==> config.mk <==
export PLATFORM = sky130hd
export DESIGN_NAME = async_lock_requester
export DESIGN_NICKNAME = d
export VERILOG_FILES = /design/src/rtl/async_lock_requester.sv
export SDC_FILE = /design/constraint.sdc
export NUM_CORES = 1
export LEC_CHECK = 0
export BUFFER_PORTS_ARGS = -buffer_cell sky130_fd_sc_hd__buf_4
export CORE_UTILIZATION = 40
export CTS_CLUSTER_SIZE = 30
export DETAILED_ROUTE_END_ITERATION = 12
export SETUP_SLACK_MARGIN = 0.5
export SYNTH_ARGS = -nofsm -noshare
export SYNTH_HDL_FRONTEND = slang
export SYNTH_SLANG_ARGS = --single-unit
export TNS_END_PERCENT = 10
==> constraint.sdc <==
create_clock -name clk -period 1.9 [get_ports clk]
set_input_delay 0.19 -clock clk [delete_from_list [all_inputs] [get_ports clk]]
set_output_delay 0.19 -clock clk [all_outputs]
set_load 0.02 [all_outputs]
==> src/rtl/async_lock_requester.sv <==
// async_lock_requester: synchronous client of one asynchronous arbiter-tree leaf.
// Turns acquire/release pulses into a four-phase req/ack handshake, synchronises
// the returned ack, reports ownership and records how long the last grant took.
module async_lock_requester #(
  parameter int SYNC_STAGES = 2,
  parameter int CNT_W       = 16
) (
  input  logic             clk,
  input  logic             reset_n,
  input  logic             acquire_i,
  input  logic             release_i,
  output logic             req_o,
  input  logic             ack_i,
  output logic             granted_o,
  output logic             busy_o,
  output logic [CNT_W-1:0] wait_cnt_o,
  output logic             err_o
);

  typedef enum logic [1:0] {
    ST_IDLE    = 2'd0,
    ST_REQ     = 2'd1,
    ST_GRANTED = 2'd2,
    ST_RELEASE = 2'd3
  } state_t;

  localparam logic [CNT_W-1:0] CNT_MAX = {CNT_W{1'b1}};
  localparam logic [CNT_W-1:0] CNT_ONE = {{(CNT_W-1){1'b0}}, 1'b1};

  state_t                 state_q, state_d;
  logic [SYNC_STAGES-1:0] sync_q, sync_d;
  logic                   req_q, req_d;
  logic                   granted_q, granted_d;
  logic                   pend_q, pend_d;
  logic                   abort_q, abort_d;
  logic                   err_q, err_d;
  logic [CNT_W-1:0]       cnt_q, cnt_d;
  logic [CNT_W-1:0]       wait_cnt_q, wait_cnt_d;
  logic [CNT_W-1:0]       cnt_inc;
  logic                   ack_s;
  logic                   acq_only;
  logic                   rel_only;
  logic                   both_pulses;

  assign ack_s = sync_q[SYNC_STAGES-1];

  // Shift ack_i through the synchroniser; stage 0 is the only one touching the async input.
  always_comb begin
    sync_d = {sync_q[SYNC_STAGES-2:0], ack_i};
  end

  // Next-state, handshake bookkeeping and misuse detection.
  always_comb begin
    acq_only    = acquire_i & ~release_i;
    rel_only    = release_i & ~acquire_i;
    both_pulses = acquire_i & release_i;
    cnt_inc     = (cnt_q == CNT_MAX) ? cnt_q : cnt_q + CNT_ONE;

    state_d    = state_q;
    pend_d     = pend_q;
    abort_d    = abort_q;
    err_d      = err_q | both_pulses;
    cnt_d      = cnt_q;
    wait_cnt_d = wait_cnt_q;

    case (state_q)
      ST_IDLE: begin
        if (rel_only) err_d = 1'b1;
        if (ack_s) begin
          // Ack without a request: park in RELEASE until the tree drops it.
          state_d = ST_RELEASE;
          err_d   = 1'b1;
          if (acq_only) pend_d = 1'b1;
        end else if (acq_only) begin
          state_d = ST_REQ;
          cnt_d   = '0;
        end
      end
      ST_REQ: begin
        cnt_d = cnt_inc;
        if (acq_only) err_d = 1'b1;
        if (rel_only) abort_d = 1'b1;
        // req stays up until ack arrives, even when aborted, to keep the handshake legal.
        if (ack_s) begin
          abort_d = 1'b0;
          if (abort_q | rel_only) begin
            state_d = ST_RELEASE;
          end else begin
            state_d    = ST_GRANTED;
            wait_cnt_d = cnt_inc;
          end
        end
      end
      ST_GRANTED: begin
        if (acq_only) err_d = 1'b1;
        if (rel_only) state_d = ST_RELEASE;
      end
      default: begin // ST_RELEASE
        if (rel_only) err_d = 1'b1;
        if (acq_only) begin
          if (pend_q) err_d = 1'b1;
          pend_d = 1'b1;
        end
        if (!ack_s) begin
          // A queued acquire goes straight back to REQ without an IDLE cycle.
          if (pend_q | acq_only) begin
            state_d = ST_REQ;
            cnt_d   = '0;
            pend_d  = 1'b0;
          end else begin
            state_d = ST_IDLE;
          end
        end
      end
    endcase

    req_d     = (state_d == ST_REQ) || (state_d == ST_GRANTED);
    granted_d = (state_d == ST_GRANTED);
  end

  // State and output registers; synchroniser resets high so a real ack low is awaited.
  always_ff @(posedge clk or negedge reset_n) begin
    if (!reset_n) begin
      state_q    <= ST_RELEASE;
      sync_q     <= {SYNC_STAGES{1'b1}};
      req_q      <= 1'b0;
      granted_q  <= 1'b0;
      pend_q     <= 1'b0;
      abort_q    <= 1'b0;
      err_q      <= 1'b0;
      cnt_q      <= '0;
      wait_cnt_q <= '0;
    end else begin
      state_q    <= state_d;
      sync_q     <= sync_d;
      req_q      <= req_d;
      granted_q  <= granted_d;
      pend_q     <= pend_d;
      abort_q    <= abort_d;
      err_q      <= err_d;
      cnt_q      <= cnt_d;
      wait_cnt_q <= wait_cnt_d;
    end
  end

  assign req_o      = req_q;
  assign granted_o  = granted_q;
  assign busy_o     = (state_q == ST_REQ) | (state_q == ST_RELEASE) | pend_q;
  assign wait_cnt_o = wait_cnt_q;
  assign err_o      = err_q;

endmodule

==> metrics.csv <==
stage;metric;value;unit
run_status;outcome;finished, final reports clean;
setup_path;slowest_delay;0.56;ns
clocking;cts_root_buf;clkbuf_8;
yosys;synth_cells;252;
timing;skew;0.00741;ns
clocking;worstSkewPairLatency;0.30;ns
drt;vias_per_cell;5.42;
timing;fmaxAchievable;534;MHz
clocking;cts.sinks;41;
timing;holdWs;0.212;ns
die;ios;25;
placement;dp_hpwl;3860;um
clocking;clk_pin_slew_worst_paths;0.08;ns
yosys;yosysSeqAreaShare;44.7;%
yosys;synth_fp_nets;263;
clocking;h-tree-depth;2;
grt;grt_pass1_vias;1886;
drt;routedWlPerCell;15.2;um
die;coreArea;0.00554;mm^2
placement;gp_congestion;0.805;
die;initial_core_util;41.7;%
clocking;cts_made_buffers;5;
yosys;ys_types;50;
setup_path;cp_max_fo;3;
drt;final_antenna_net_count;0;
timing;drv_slew;0;
yosys;ys_warn_count;0;
setup_path;cp_slowest_cell;dfstp_2;
finish;synthToLayoutAreaGrowth;38.4;%
placement;io_buffer_count;24;
grt;antenna_found_initial;0;
grt;grt_max_degree;42;
setup_path;crit_family;flip-flops;
placement;place_area;0.00276;mm^2
hold_path;hp-start;release_i;
timing;setup_violations;0;
grt;grt_pass1_wl;9360;um
timing;worst_pin_slew;0.541;ns
timing;slew_headroom;63.9;%
die;dieArea;0.00608;mm^2
timing;fin_ws;0.0285;ns
yosys;syn_area;0.00231;mm^2
placement;post-place-ws;0.0189;ns
clocking;clockBufferDepth;2;
die;die_y;78.0;um
die;rows;27;
setup_path;critPathArrivalTime;1.68;ns
setup_path;start_kind;register;
clocking;cts_tree;yes;
pwr;p_per_area;1360;mW/mm^2
timing;rsz0062_at_grt;true;
pwr;ir_drop;0.844;mV
yosys;ys_seq_elements;41;
drt;drtIter0Drc;128;
die;dieWidth;78.0;um
setup_path;crit_path_cell_trace;inv_2 > ha_4 > buf_6 > or3_4 > buf_6;
drt;dr_total_vias;2065;
drt;drc;0;
drt;routed_wl;5790;um
hold_path;hp-class;primary input to register;
grt;grt_usage;19.9;%
drt;dr.pass1.iters;4;
run;maxCapViolCount;0;
timing;fin_crit;1.87;ns
pwr;p_leak;1.38;nW
finish;final_cell_area;0.00319;mm^2
finish;diodes;0;
yosys;avgSynthCellArea;9.16;um^2
timing;finalHoldViolCount;0;
finish;mostFrequentLayoutCells;buf_4, nand2_1, dfrtp_1;
setup_path;r2r-start;state_q[1]$_DFF_PN1_;
finish;fillers;490;
grt;overflow;0;
finish;final_common_cell;buf_4;
setup_path;path_buf_inv;3;
setup_path;cp_common_cell;buf_6;
timing;post-route-period-util;98.5;%
setup_path;cp_data_required_time;1.71;ns
setup_path;crit_start;state_q[1]$_DFF_PN1_;
setup_path;endpoint_kind;output pin;
finish;drive_gt1_share;36.2;%
finish;final_nets;319;
setup_path;critPathKind;register to output pin;
-- logic make-up (layout without fill, tap and decap cells) --
logic type	after synthesis	count (layout)	synth area share, %
xor+xnor	10	10	3.79
simple gates	100	100	23.9
mux	1	1	0.434
fa+ha+maj	6	6	3.25
flops	41	41	44.7
compound gates	74	74	20.2
buf+inv	20	77	3.74
-- worst register-to-register path, stage by stage, from the launching register on --
cell,delay (ns)
dfstp_2,0.56
inv_2,0.05
ha_4,0.17
buf_12,0.13
inv_8,0.06
nor2_2,0.06
o311a_4,0.39
buf_6,0.16
a21oi_2,0.14
nor2_1,0.06
-- through the flow --
stage          std cells  util (%)  TNS, ns  power (mW)
2_1_floorplan        252         -        0        2.49
3_3_place_gp         354      49.8        0        3.04
3_5_place_dp         354      49.8        0        3.06
4_1_cts              376      54.3        0        4.07
5_1_grt              381      57.7   -0.153        4.63
6_report             381      57.7        0        4.35
-- routing by layer --
layer / global-route usage (%) / up-vias / wire length (um)
met2: 31.3 / 46 / 2720
met4: 5.56 / 0 / 55
li1: - / 1029 / -
met1: 28.1 / 985 / 2770
met3: 3.53 / 5 / 239
met5: 0 / - / 0
-- repair_timing --
action,in CTS,in global routing
setup buffers,12,5
endpoints found under the setup margin,36,40
pin swaps,4,14
hold buffers,2,0
gates resized for setup,2,31
hold endpoints to repair,38,0
-- cell type report --
type / count / area (um^2) / share of cell area [%]
multi-input combinational: 191 / 1390 / 43.6
sequential: 41 / 1030 / 32.3
timing repair buffer: 63 / 529 / 16.6
tap: 72 / 90.1 / 2.82
clock buffer: 6 / 82.6 / 2.59
clock inverter: 2 / 37.5 / 1.18
inverter: 6 / 30.0 / 0.940
-- where the power goes --
group          switching, mW  leakage, nW  internal [mW]
clock network          0.315       0.0574          0.427
registers              0.145        0.536           1.06
logic                   1.24        0.788           1.16
total                   1.70         1.38           2.65
-- synthesized netlist by cell type, drive strengths merged --
library cell / count / area, um^2
nand2b: 6 / 37.5
dfrtp: 37 / 926
o31a: 1 / 8.76
a32oi: 1 / 8.76
clkbuf: 7 / 26.3
o2111a: 1 / 11.3
a221oi: 1 / 15.0
a32o: 1 / 10.0
buf: 7 / 37.5
nor3: 1 / 5.00
nand2: 36 / 135
or3: 1 / 6.26
a21o: 2 / 15.0
xor2: 1 / 8.76
a211o: 1 / 8.76
nor2b: 2 / 12.5
a311o: 1 / 10.0
o31ai: 3 / 22.5
nand3: 13 / 70.1
nor2: 15 / 63.8
o311a: 1 / 10.0
mux2i: 1 / 10.0
and4: 6 / 55.1
ha: 6 / 75.1
nor4: 4 / 43.8
xnor2: 9 / 78.8
a311oi: 1 / 8.76
o211ai: 1 / 7.51
and3: 7 / 43.8
nor3b: 1 / 12.5
a21oi: 20 / 100
o21ai: 24 / 120
nand4: 6 / 50.0
or3b: 1 / 8.76
o21a: 1 / 7.51
a211oi: 2 / 15.0
o311ai: 1 / 16.3
a31oi: 10 / 62.6
nand3b: 1 / 7.51
inv: 6 / 22.5
dfstp: 4 / 105
a22o: 1 / 8.76
-- final timing paths --
check                                       endpoint  slack, ns  cells past startpoint
min in group asynchronous  wait_cnt_o[0]$_DFFE_PN0P_       0.41                      2
max reg2reg                     cnt_q[8]$_DFFE_PN0P_       0.03                      9
max in group asynchronous       cnt_q[2]$_DFFE_PN0P_       1.09                      2
min reg2reg                      sync_q[1]$_DFF_PN1_       0.36                      0
min                                  err_o$_DFF_PN0_       0.21                      3
max                                           busy_o       0.03                      5
-- registers in the layout, indices dropped and copies added, names as in the netlist --
register / flops
wait_cnt_o: 16
abort_q: 1
sync_q: 2
pend_q: 1
granted_o: 1
state_q: 2
cnt_q: 16
req_o: 1
err_o: 1
Note: power is estimated with default switching activity, not from simulation.
